--- src/rtl/oversample_cdr.sv ---
// ============================================================================
// Module   : oversample_cdr
// Brief    : Oversampling clock/data recovery with edge-quality lock tracking.
//            Optional bad-edge counter port enabled by defining CDR_ERRCNT_EN.
// Revision : 1.0
// ============================================================================
`default_nettype none

module oversample_cdr #(
    parameter int OSR          = 4,
    parameter int LOCK_COUNT   = 8,
    parameter int UNLOCK_COUNT = 4
) (
    input  logic        clk_in,
    input  logic        rst,
    input  logic        data_in,
    output logic        data_out,
    output logic        bit_valid,
    output logic        clk_out,
    output logic        locked
`ifdef CDR_ERRCNT_EN
    ,
    output logic [15:0] err_count
`endif
);

    localparam int c_cnt_w  = $clog2(OSR);
    localparam int c_good_w = $clog2(LOCK_COUNT + 1);
    localparam int c_bad_w  = $clog2(UNLOCK_COUNT + 1);

    localparam logic [c_cnt_w-1:0]  c_cnt_one  = c_cnt_w'(1);
    localparam logic [c_cnt_w-1:0]  c_cnt_last = c_cnt_w'(OSR - 1);
    localparam logic [c_cnt_w-1:0]  c_cnt_half = c_cnt_w'(OSR / 2);
    localparam logic [c_good_w-1:0] c_good_last = c_good_w'(LOCK_COUNT - 1);
    localparam logic [c_bad_w-1:0]  c_bad_last  = c_bad_w'(UNLOCK_COUNT - 1);

    localparam logic [0:0] c_st_hunt   = 1'b0;
    localparam logic [0:0] c_st_locked = 1'b1;

    logic                r_s1, r_s2, r_s3;
    logic [c_cnt_w-1:0]  r_cnt;
    logic                r_data, r_bv, r_clk;
    logic [0:0]          r_state;
    logic [0:0]          w_state_next;
    logic [c_good_w-1:0] r_good_cnt;
    logic [c_bad_w-1:0]  r_bad_cnt;
    logic [c_cnt_w-1:0]  w_cnt_next;
    logic                w_edge, w_in_win, w_good, w_bad;
    logic                w_lock_hit, w_unlock_hit;

    assign w_edge   = r_s2 ^ r_s3;
    // Edges within one sample of the expected bit boundary count as good
    assign w_in_win = (r_cnt == c_cnt_last) || (r_cnt == '0) || (r_cnt == c_cnt_one);
    assign w_good   = w_edge & w_in_win;
    assign w_bad    = w_edge & ~w_in_win;

    assign w_lock_hit   = w_good && (r_good_cnt == c_good_last);
    assign w_unlock_hit = w_bad  && (r_bad_cnt  == c_bad_last);

    always_comb begin
        w_cnt_next = r_cnt + 1'b1;
        if (w_edge)
            w_cnt_next = c_cnt_one;
        else if (r_cnt == c_cnt_last)
            w_cnt_next = '0;
    end

    always_ff @(posedge clk_in) begin
        if (rst) begin
            r_s1   <= 1'b0;
            r_s2   <= 1'b0;
            r_s3   <= 1'b0;
            r_cnt  <= '0;
            r_data <= 1'b0;
            r_bv   <= 1'b0;
            r_clk  <= 1'b0;
        end else begin
            r_s1   <= data_in;
            r_s2   <= r_s1;
            r_s3   <= r_s2;
            r_cnt  <= w_cnt_next;
            r_bv   <= (r_cnt == c_cnt_half);
            r_clk  <= (w_cnt_next >= c_cnt_half);
            if (r_cnt == c_cnt_half)
                r_data <= r_s2;
        end
    end

    // Lock FSM: state register
    always_ff @(posedge clk_in) begin
        if (rst)
            r_state <= c_st_hunt;
        else
            r_state <= w_state_next;
    end

    // Lock FSM: next-state logic
    always_comb begin
        w_state_next = r_state;
        case (r_state)
            c_st_hunt:   if (w_lock_hit)   w_state_next = c_st_locked;
            c_st_locked: if (w_unlock_hit) w_state_next = c_st_hunt;
            default:     w_state_next = c_st_hunt;
        endcase
    end

    // Lock FSM: output logic
    always_comb begin
        locked = (r_state == c_st_locked);
    end

    // Run-length counters; they hold whenever no edge is seen
    always_ff @(posedge clk_in) begin
        if (rst) begin
            r_good_cnt <= '0;
            r_bad_cnt  <= '0;
        end else if (w_edge) begin
            if (r_state == c_st_hunt) begin
                if (w_in_win) begin
                    r_good_cnt <= r_good_cnt + 1'b1;
                    if (w_lock_hit)
                        r_bad_cnt <= '0;
                end else begin
                    r_good_cnt <= '0;
                end
            end else begin
                if (!w_in_win) begin
                    r_bad_cnt <= r_bad_cnt + 1'b1;
                    if (w_unlock_hit)
                        r_good_cnt <= '0;
                end else begin
                    r_bad_cnt <= '0;
                end
            end
        end
    end

`ifdef CDR_ERRCNT_EN
    logic [15:0] r_err_cnt;

    always_ff @(posedge clk_in) begin
        if (rst)
            r_err_cnt <= '0;
        else if (w_bad && (r_err_cnt != 16'hFFFF))
            r_err_cnt <= r_err_cnt + 1'b1;
    end

    assign err_count = r_err_cnt;
`endif

    assign data_out  = r_data;
    assign bit_valid = r_bv;
    assign clk_out   = r_clk;

endmodule

`default_nettype wire

--- config.mk ---
export PLATFORM = sky130hd
export DESIGN_NAME = oversample_cdr
export DESIGN_NICKNAME = d
export VERILOG_FILES = /design/src/rtl/oversample_cdr.sv
export SDC_FILE = /design/constraint.sdc
export NUM_CORES = 1
export LEC_CHECK = 0
export BUFFER_PORTS_ARGS = -buffer_cell sky130_fd_sc_hd__clkbuf_2
export CAP_MARGIN = 20
export CORE_MARGIN = 2
export CORE_UTILIZATION = 55
export DETAILED_ROUTE_END_ITERATION = 10
export PLACE_DENSITY = 0.85
export SLEW_MARGIN = 10
export SYNTH_ARGS = -nofsm -noshare
export SYNTH_HDL_FRONTEND = slang
export SYNTH_SLANG_ARGS = --single-unit
--- constraint.sdc ---
create_clock -name clk_in -period 3.45 [get_ports clk_in]
set_input_delay 0.69 -clock clk_in [delete_from_list [all_inputs] [get_ports clk_in]]
set_output_delay 0.69 -clock clk_in [all_outputs]
set_load 0.03 [all_outputs]
# After elaboration in Yosys (flattened, before gate mapping)
# Cells that the tools add are included.
dict set report op_classes {
  addsub 3
  reduce_logical 9
  eq_ne 7
  n_mux 13
  magnitude_cmp 1
  bitwise_logic 5
}
# op count
set op_table {}
lappend op_table {{4-bit two-way mux} 4}
lappend op_table {{3-bit two-way mux} 4}
lappend op_table {{3-bit AND reduction} 2}
lappend op_table {{4-bit by 1-bit adder with 4-bit output, second input constant} 1}
lappend op_table {{2-bit == test, second input constant} 2}
lappend op_table {{4-bit by 3-bit == test with 1-bit output, second input constant} 1}
lappend op_table {{2-bit two-way mux} 2}
lappend op_table {{2-bit nonzero test} 2}
lappend op_table {{3-bit by 1-bit adder with 3-bit output, second input constant} 1}
lappend op_table {{3-bit by 2-bit == test with 1-bit output, second input constant} 1}
lappend op_table {{2-bit by 1-bit adder with 2-bit output, second input constant} 1}
lappend op_table {{1-bit AND} 2}
lappend op_table {{2-bit by 1-bit == test with 1-bit output, second input constant} 1}
lappend op_table {{2-bit greater-or-equal comparator, second input constant} 1}
lappend op_table {{1-bit logical AND} 2}
lappend op_table {{2-bit zero test} 1}
lappend op_table {{1-bit logical OR} 2}
lappend op_table {{1-bit two-way mux} 2}
lappend op_table {{2-bit by 1-bit != test with 1-bit output, second input constant} 1}
lappend op_table {{2-bit != test, second input constant} 1}
lappend op_table {{1-bit inverter} 2}
lappend op_table {{1-bit one-hot mux with 2 select lines} 1}
lappend op_table {{1-bit XOR} 1}
dict set report word_totals {
  wordCells 48
  regBits 16
  output_inout_bits 4
  in_bits 3
}

# Depth between registers and ports, before layout
# Gate-level depths: netlist (run 1).
dict set report logic_depth {
  word_depth 9
  mapped_depth 6
  ltp_nobuf 5
}

# Worst setup path before layout (run 1)
# OpenSTA, ideal clock, no wires.
dict set report synth_path {
  path_type {flip-flop to flip-flop}
  startpoint {register r_cnt[0]}
  endpoint {register r_good_cnt[3]}
  arrival_time_ps 1538
  setup_slack_ps 1842
  required_time_ps 3379
  setup_ps 71
  period_less_slack_ps 1608
  path_buffers 1
  stages_incl_launch_ff 7
  cell_sequence {dfxtp_1 -> inv_1 -> ha_1 -> buf_2 -> or3_1 -> or4_1 -> a21oi_1}
}
dict set report synth_via {
  elab_chain_cells 8
  elab_cells_between_ends 13
  cone_classes {4 x eq/ne; 2 x mux; 2 x bitwise; 5 x reduce/logical}
}
# element line_no
set synth_lines {}
lappend synth_lines {{from (decl)} 41} ;# logic [c_cnt_w-1:0] r_cnt;
lappend synth_lines {{from (signal assigned)} 81} ;# r_cnt <= w_cnt_next;
lappend synth_lines {{2-bit == test or 2-bit zero test (tied branches)} 53} ;# assign w_in_win = (r_cnt == c_cnt_last) || (r_cnt == '0) || (r_cnt == c_cnt_one);
lappend synth_lines {{1-bit logical OR} 53}
lappend synth_lines {{1-bit logical OR *} 53}
lappend synth_lines {{1-bit inverter} 55} ;# assign w_bad = w_edge & ~w_in_win;
lappend synth_lines {{1-bit AND} 55}
lappend synth_lines {{1-bit logical AND} 58} ;# assign w_unlock_hit = w_bad && (r_bad_cnt == c_bad_last);
lappend synth_lines {{2-bit by 1-bit != test with 1-bit output (no source line)} n/a}
lappend synth_lines {{3-bit AND reduction (no source line)} n/a}
lappend synth_lines {{to (signal assigned)} 120} ;# r_good_cnt <= r_good_cnt + 1'b1;
lappend synth_lines {{to (decl)} 45} ;# logic [c_good_w-1:0] r_good_cnt;
# Every way passes the cells marked *; elsewhere a longest branch is shown, timed or not.
# A chain may end at the register's enable or synchronous reset.

# Worst setup path after layout (run 1)
dict set report layout_path {
  startpoint {register r_state (netlist: locked)}
  endpoint {output port locked}
}
# element line_no
set layout_lines {}
lappend layout_lines {{from (decl)} 43} ;# logic [0:0] r_state;
lappend layout_lines {{from (signal assigned)} 92} ;# r_state <= c_st_hunt;
lappend layout_lines {{from (signal assigned)} 94} ;# r_state <= w_state_next;
lappend layout_lines {{to (decl)} 20} ;# output logic locked
# No word-level cell between the ends.

==> results_dict.tcl, run 1 <==
set metrics [dict create \
    synth_top_area_cell "dfxtp_1" \
    setup_viol 0 \
    syn_nets 88 \
    synth.yosys.seq_area_share_pct 43.0 \
    avgRoutedWirePerCell_um 11.9 \
    slowest_stage "dfxtp_1" \
    root_buffer "clkbuf_4" \
    ioPinCount 7 \
    critical_path_arrival_ps 1220 \
    synth_top_area_share_pct 43.0 \
    r2r_slack_ps 1740 \
    area_growth_pct 9.24 \
    wirelength_mm 1.19 \
    worstSetupEndpointType "output port" \
    crit_family "flip-flops" \
    crit_path_end "locked" \
    path_buf_inv 1 \
    h-tree-depth 1 \
    fin_worst_skew_ps 7.61 \
    cap_violations 0 \
    tightest_slew_ps 585 \
    slew_headroom_pct 60.8 \
    peakVddDrop_mv 0.326 \
    dpl.hpwl_um 827 \
    grt_pass1_vias 442 \
    synthCells 79 \
    setup_ws_ps 1540 \
    cts_buffer_depth 2 \
    r2r-end "r_good_cnt[3]" \
    crit_path_start "locked" \
    clk_latency_ps 280 \
    worstSetupPathType "reg -> out" \
    maxSlewViolCount 0 \
    first_pass_iters 4 \
    cts_hold_buffers 0 \
    cts-resized-gates 0 \
    cts_made_buffers 3 \
    ys_warn_count 0 \
    synth-seq-cells 16 \
    die_x_um 40.8 \
    diodes 0 \
    hold_violations 0 \
    worstPathRequired_ps 2760 \
    fin_nets 95 \
    worstRegToRegCells 5 \
    drive_gt1_share_pct 15.3 \
    min_period_ps 1910 \
    fillers 116 \
    dp_slack_ps 1760 \
    status "finished, final reports clean" \
    chipHeight_um 40.8 \
    syn_area_sq_um 744 \
    grt-ovfl-total 0 \
    clk_pin_slew_worst_paths_ps 100 \
    tns_ps 0 \
    critical_path.max_fanout 16 \
    path_cells "clkbuf_2" \
    antenna_found_initial 0 \
    cts_setup_buffers 0 \
    grt_first_pass_wirelength_mm 1.86 \
    min_path_type "reg -> reg" \
    startpoint_type "flip-flop" \
    start_util_pct 57.9 \
    port_buffers 6 \
    synth_cell_types 31 \
    cts.sinks 16 \
    timing.fmax_ghz 0.524 \
    viasPerCell 5.60 \
    drc 0 \
    fp.coreArea_sq_mm 0.00128 \
    synth.area.top_cells "dfxtp_1 43%, ha_1 10%, nor2_1 4.5%, nor2b_1 4.2%, a21oi_1 3.4%" \
    cts_tree "built" \
    grt_max_degree 20 \
    period_share_pct 55.4 \
    p_per_area_mw_per_mm2 439 \
    gp_congestion 0.709 \
    final_antenna_net_count 0 \
    first_iter_violations 7 \
    power_leakage_uw 0.000330 \
    critical_path_depth 1 \
    avgSynthCellArea_sq_um 9.42 \
    slowest_delay_ps 640 \
    track_usage_pct 17.2 \
    vias 560 \
    rsz0062_at_grt "false" \
    die-area_sq_mm 0.00166 \
    row_count 13 \
    worstReg2RegStart "r_cnt[0]" \
]
state kept, by name, summed over array words and instances (netlist names):
register and count:
data_out 1, r_good_cnt 4, r_cnt 2, locked 1, clk_out 1, r_bad_cnt 3
bit_valid 1, r_s3 1, r_s2 1, r_s1 1
routing by layer:
metal  up-vias  global-route usage, %  part of all wire [%]
met5         -                      0                     0
met4         0                   7.50                   1.1
met3         2                   4.89                   3.6
met2         8                   26.2                    45
met1       261                   22.3                    50
li1        289                      -                     -
cell usage after synthesis:
master	count
a21boi_0	1
a21oi_1	5
a311oi_1	1
and2_1	1
buf_2	1
clkbuf_1	3
dfxtp_1	16
ha_1	6
inv_1	3
mux2_2	2
mux2i_1	2
nand2_1	1
nand2b_1	2
nand3_1	2
nand3b_1	1
nand4b_1	1
nor2_1	9
nor2b_1	5
nor3_1	4
nor4b_1	1
nor4bb_1	1
o21ai_0	1
o21ai_2	1
o22ai_1	1
o31ai_1	2
o32ai_1	1
or3_1	1
or4_1	1
or4b_1	1
xnor2_1	1
xor2_1	1
metrics by stage:
step | instance area [sq um] | util (%) | power [uW] | hold WS, ps | std cells
after global placement | 777 | 60.5 | 237 | 427 | 96
after global routing | 813 | 63.3 | 374 | 482 | 100
after floorplan | 744 | - | 230 | 414 | 79
after CTS | 813 | 63.3 | 362 | 467 | 100
after detailed placement | 777 | 60.5 | 238 | 446 | 96
final | 813 | 63.3 | 357 | 465 | 100
report_power, final:
group | total [uW] | internal (uW) | switching [uW] | leakage (uW)
registers | 198 | 192 | 5.58 | 0.000130
clock network | 123 | 64.1 | 58.6 | 0.0000210
logic | 36.2 | 14.2 | 22.0 | 0.000179
total | 357 | 271 | 86.1 | 0.000330
cell families after synthesis:
family | synth area share, %
simple gates | 23.7
flops | 43.0
compound gates | 11.4
buf+inv | 3.70
fa+ha+maj | 10.1
mux | 5.71
xor+xnor | 2.35
worst min path at each step:
stage,depth (start not counted),end,startpoint
after floorplan,1,r_s2,r_s1
after global placement,1,r_s2,r_s1
after detailed placement,1,r_s2,r_s1
after CTS,1,r_s2,r_s1
after global routing,1,r_s2,r_s1
final,1,r_s2,r_s1
cell type report:
cell class | instances | area [sq um] | area share (%)
Clock buffer | 4 | 36.3 | 4.46
Inverter | 3 | 11.3 | 1.38
Multi-Input combinational cell | 56 | 397 | 48.8
Sequential cell | 16 | 320 | 39.4
Tap cell | 15 | 18.8 | 2.31
Timing Repair Buffer | 6 | 30.0 | 3.69
placed cells by master, fill, tap and decap left out, drive strengths merged, types with 2 or more instances in the layout:
cell    instances
a21oi           5
clkbuf         10
dfxtp          16
ha              6
inv             3
mux2            2
mux2i           2
nand2b          2
nand3           2
nor2            9
nor2b           5
nor3            4
o21ai           2
o31ai           2
(Power assumes the default switching activity.)
==> inputs of run 2 (changes only) <==
==> constraint.sdc (replaced) <==
create_clock -name clk_in -period 1.88 [get_ports clk_in]
set_input_delay 0.376 -clock clk_in [delete_from_list [all_inputs] [get_ports clk_in]]
set_output_delay 0.376 -clock clk_in [all_outputs]
set_load 0.03 [all_outputs]
==> results_dict.tcl, run 2 (synthesized netlist as in run 1, its figures left out) <==
set metrics [dict create \
    port_buffers 6 \
    drive_gt1_share_pct 15.3 \
    wirelength_mm 1.24 \
    cts_hold_buffers 0 \
    vias 562 \
    seq_area_sq_um 320 \
    tightest_slew_ps 468 \
    final_antenna_net_count 0 \
    first_iter_violations 4 \
    cts_setup_buffers 0 \
    clk_pin_slew_worst_paths_ps 90 \
    row_count 13 \
    cts-resized-gates 0 \
    slowest_delay_ps 530 \
    fin_worst_skew_ps 1.29 \
    timing.fmax_ghz 0.585 \
    grt-ovfl-total 0 \
    path_buf_inv 1 \
    startpoint_type "flip-flop" \
    p_per_area_mw_per_mm2 755 \
    first_pass_iters 4 \
    root_buffer "clkbuf_4" \
    viasPerCell 5.62 \
    hold_violations 0 \
    layout_common_cells "16 x dfxtp_1, 9 x nor2_1, 6 x ha_1, 6 x clkbuf_2" \
    tns_ps 0 \
    power_leakage_uw 0.000328 \
    min_period_ps 1710 \
    slowest_stage "or4_1" \
    h-tree-depth 1 \
    setup_viol 0 \
    antenna_found_initial 0 \
    slew_headroom_pct 68.6 \
    grt_max_degree 20 \
    worstSetupPathType "reg -> reg" \
    cts_buffer_depth 2 \
    chipHeight_um 40.8 \
    die_x_um 40.8 \
    cts.sinks 16 \
    fin_util_pct 62.8 \
    cap_violations 0 \
    multiInputGateArea_sq_um 397 \
    largestRegisters "r_good_cnt (4), r_bad_cnt (3), r_cnt (2)" \
    worstPathRequired_ps 2100 \
    area_growth_pct 8.40 \
    track_usage_pct 19.3 \
    gp_congestion 0.696 \
    critical_path_arrival_ps 1930 \
    cts_tree "built" \
    peakVddDrop_mv 0.374 \
    final_area_sq_um 807 \
    largest_reg_flops 4 \
    avgRoutedWirePerCell_um 12.4 \
    fp.coreArea_sq_mm 0.00128 \
    fillers 110 \
    period_share_pct 90.9 \
    die-area_sq_mm 0.00166 \
    total_power_uw 609 \
    rsz0062_at_grt "false" \
    maxSlewViolCount 0 \
    start_util_pct 57.9 \
    worstSetupEndpointType "flip-flop" \
    critical_path.max_fanout 10 \
    status "finished, final reports clean" \
    ioPinCount 7 \
    drc 0 \
    postPlaceCellArea_sq_um 785 \
    dpl.hpwl_um 873 \
    min_path_type "in -> reg" \
    final_common_cell "dfxtp_1" \
    crit_family "simple AND/OR/NAND/NOR gates" \
    diodes 0 \
    grt_first_pass_wirelength_mm 2.01 \
    path_cells "inv_1 -> ha_1 -> a21boi_0 -> or4_1 -> a21oi_1" \
    r2r_slack_ps 170 \
    fin_nets 96 \
    clk_latency_ps 280 \
    largest-register "r_good_cnt" \
    cts_made_buffers 3 \
    grt_pass1_vias 461 \
]
run 2: layout make-up:
| cell class | instances | share of cell area [%] |
|---|---|---|
| repair buffers | 7 | 4.65 |
| flip-flops and latches | 16 | 39.7 |
| well taps | 15 | 2.33 |
| inverters | 3 | 1.40 |
| clock buffers | 3 | 2.79 |
| multi-input cells | 56 | 49.1 |
run 2: power breakdown:
| group | total [uW] | switching, uW | internal, uW |
|---|---|---|---|
| combinational | 69.0 | 41.2 | 27.9 |
| clock | 177 | 103 | 74.4 |
| sequential | 363 | 10.1 | 353 |
| total | 609 | 154 | 455 |
run 2: worst paths after layout:
| kind | startpoint | endpoint | cells past startpoint |
|---|---|---|---|
| worst max-delay path | r_cnt[0] | r_good_cnt[3] | 5 |
| worst min-delay path | data_in | r_s1 | 2 |
| worst max register to register | r_cnt[0] | r_good_cnt[3] | 5 |
| worst min register to register | r_s1 | r_s2 | 1 |
run 2: per-layer routing:
metal  part of all wire (%)  global-route usage [%]  vias up  routed length [um]
li1                       -                       -      292                   -
met1                     48                    25.4      250                 599
met2                     45                    27.3       15                 554
met3                    4.3                    4.89        5                  54
met4                    2.7                    12.5        0                  34
met5                      0                       0        -                   0
run 2: stage by stage:
step / cells / hold slack [ps] / setup slack (ps)
after floorplan: 79 / 414 / 272
after global placement: 97 / 432 / 256
after detailed placement: 97 / 432 / 188
after CTS: 100 / 299 / 165
after global routing: 100 / 294 / 20.2
final: 100 / 302 / 171
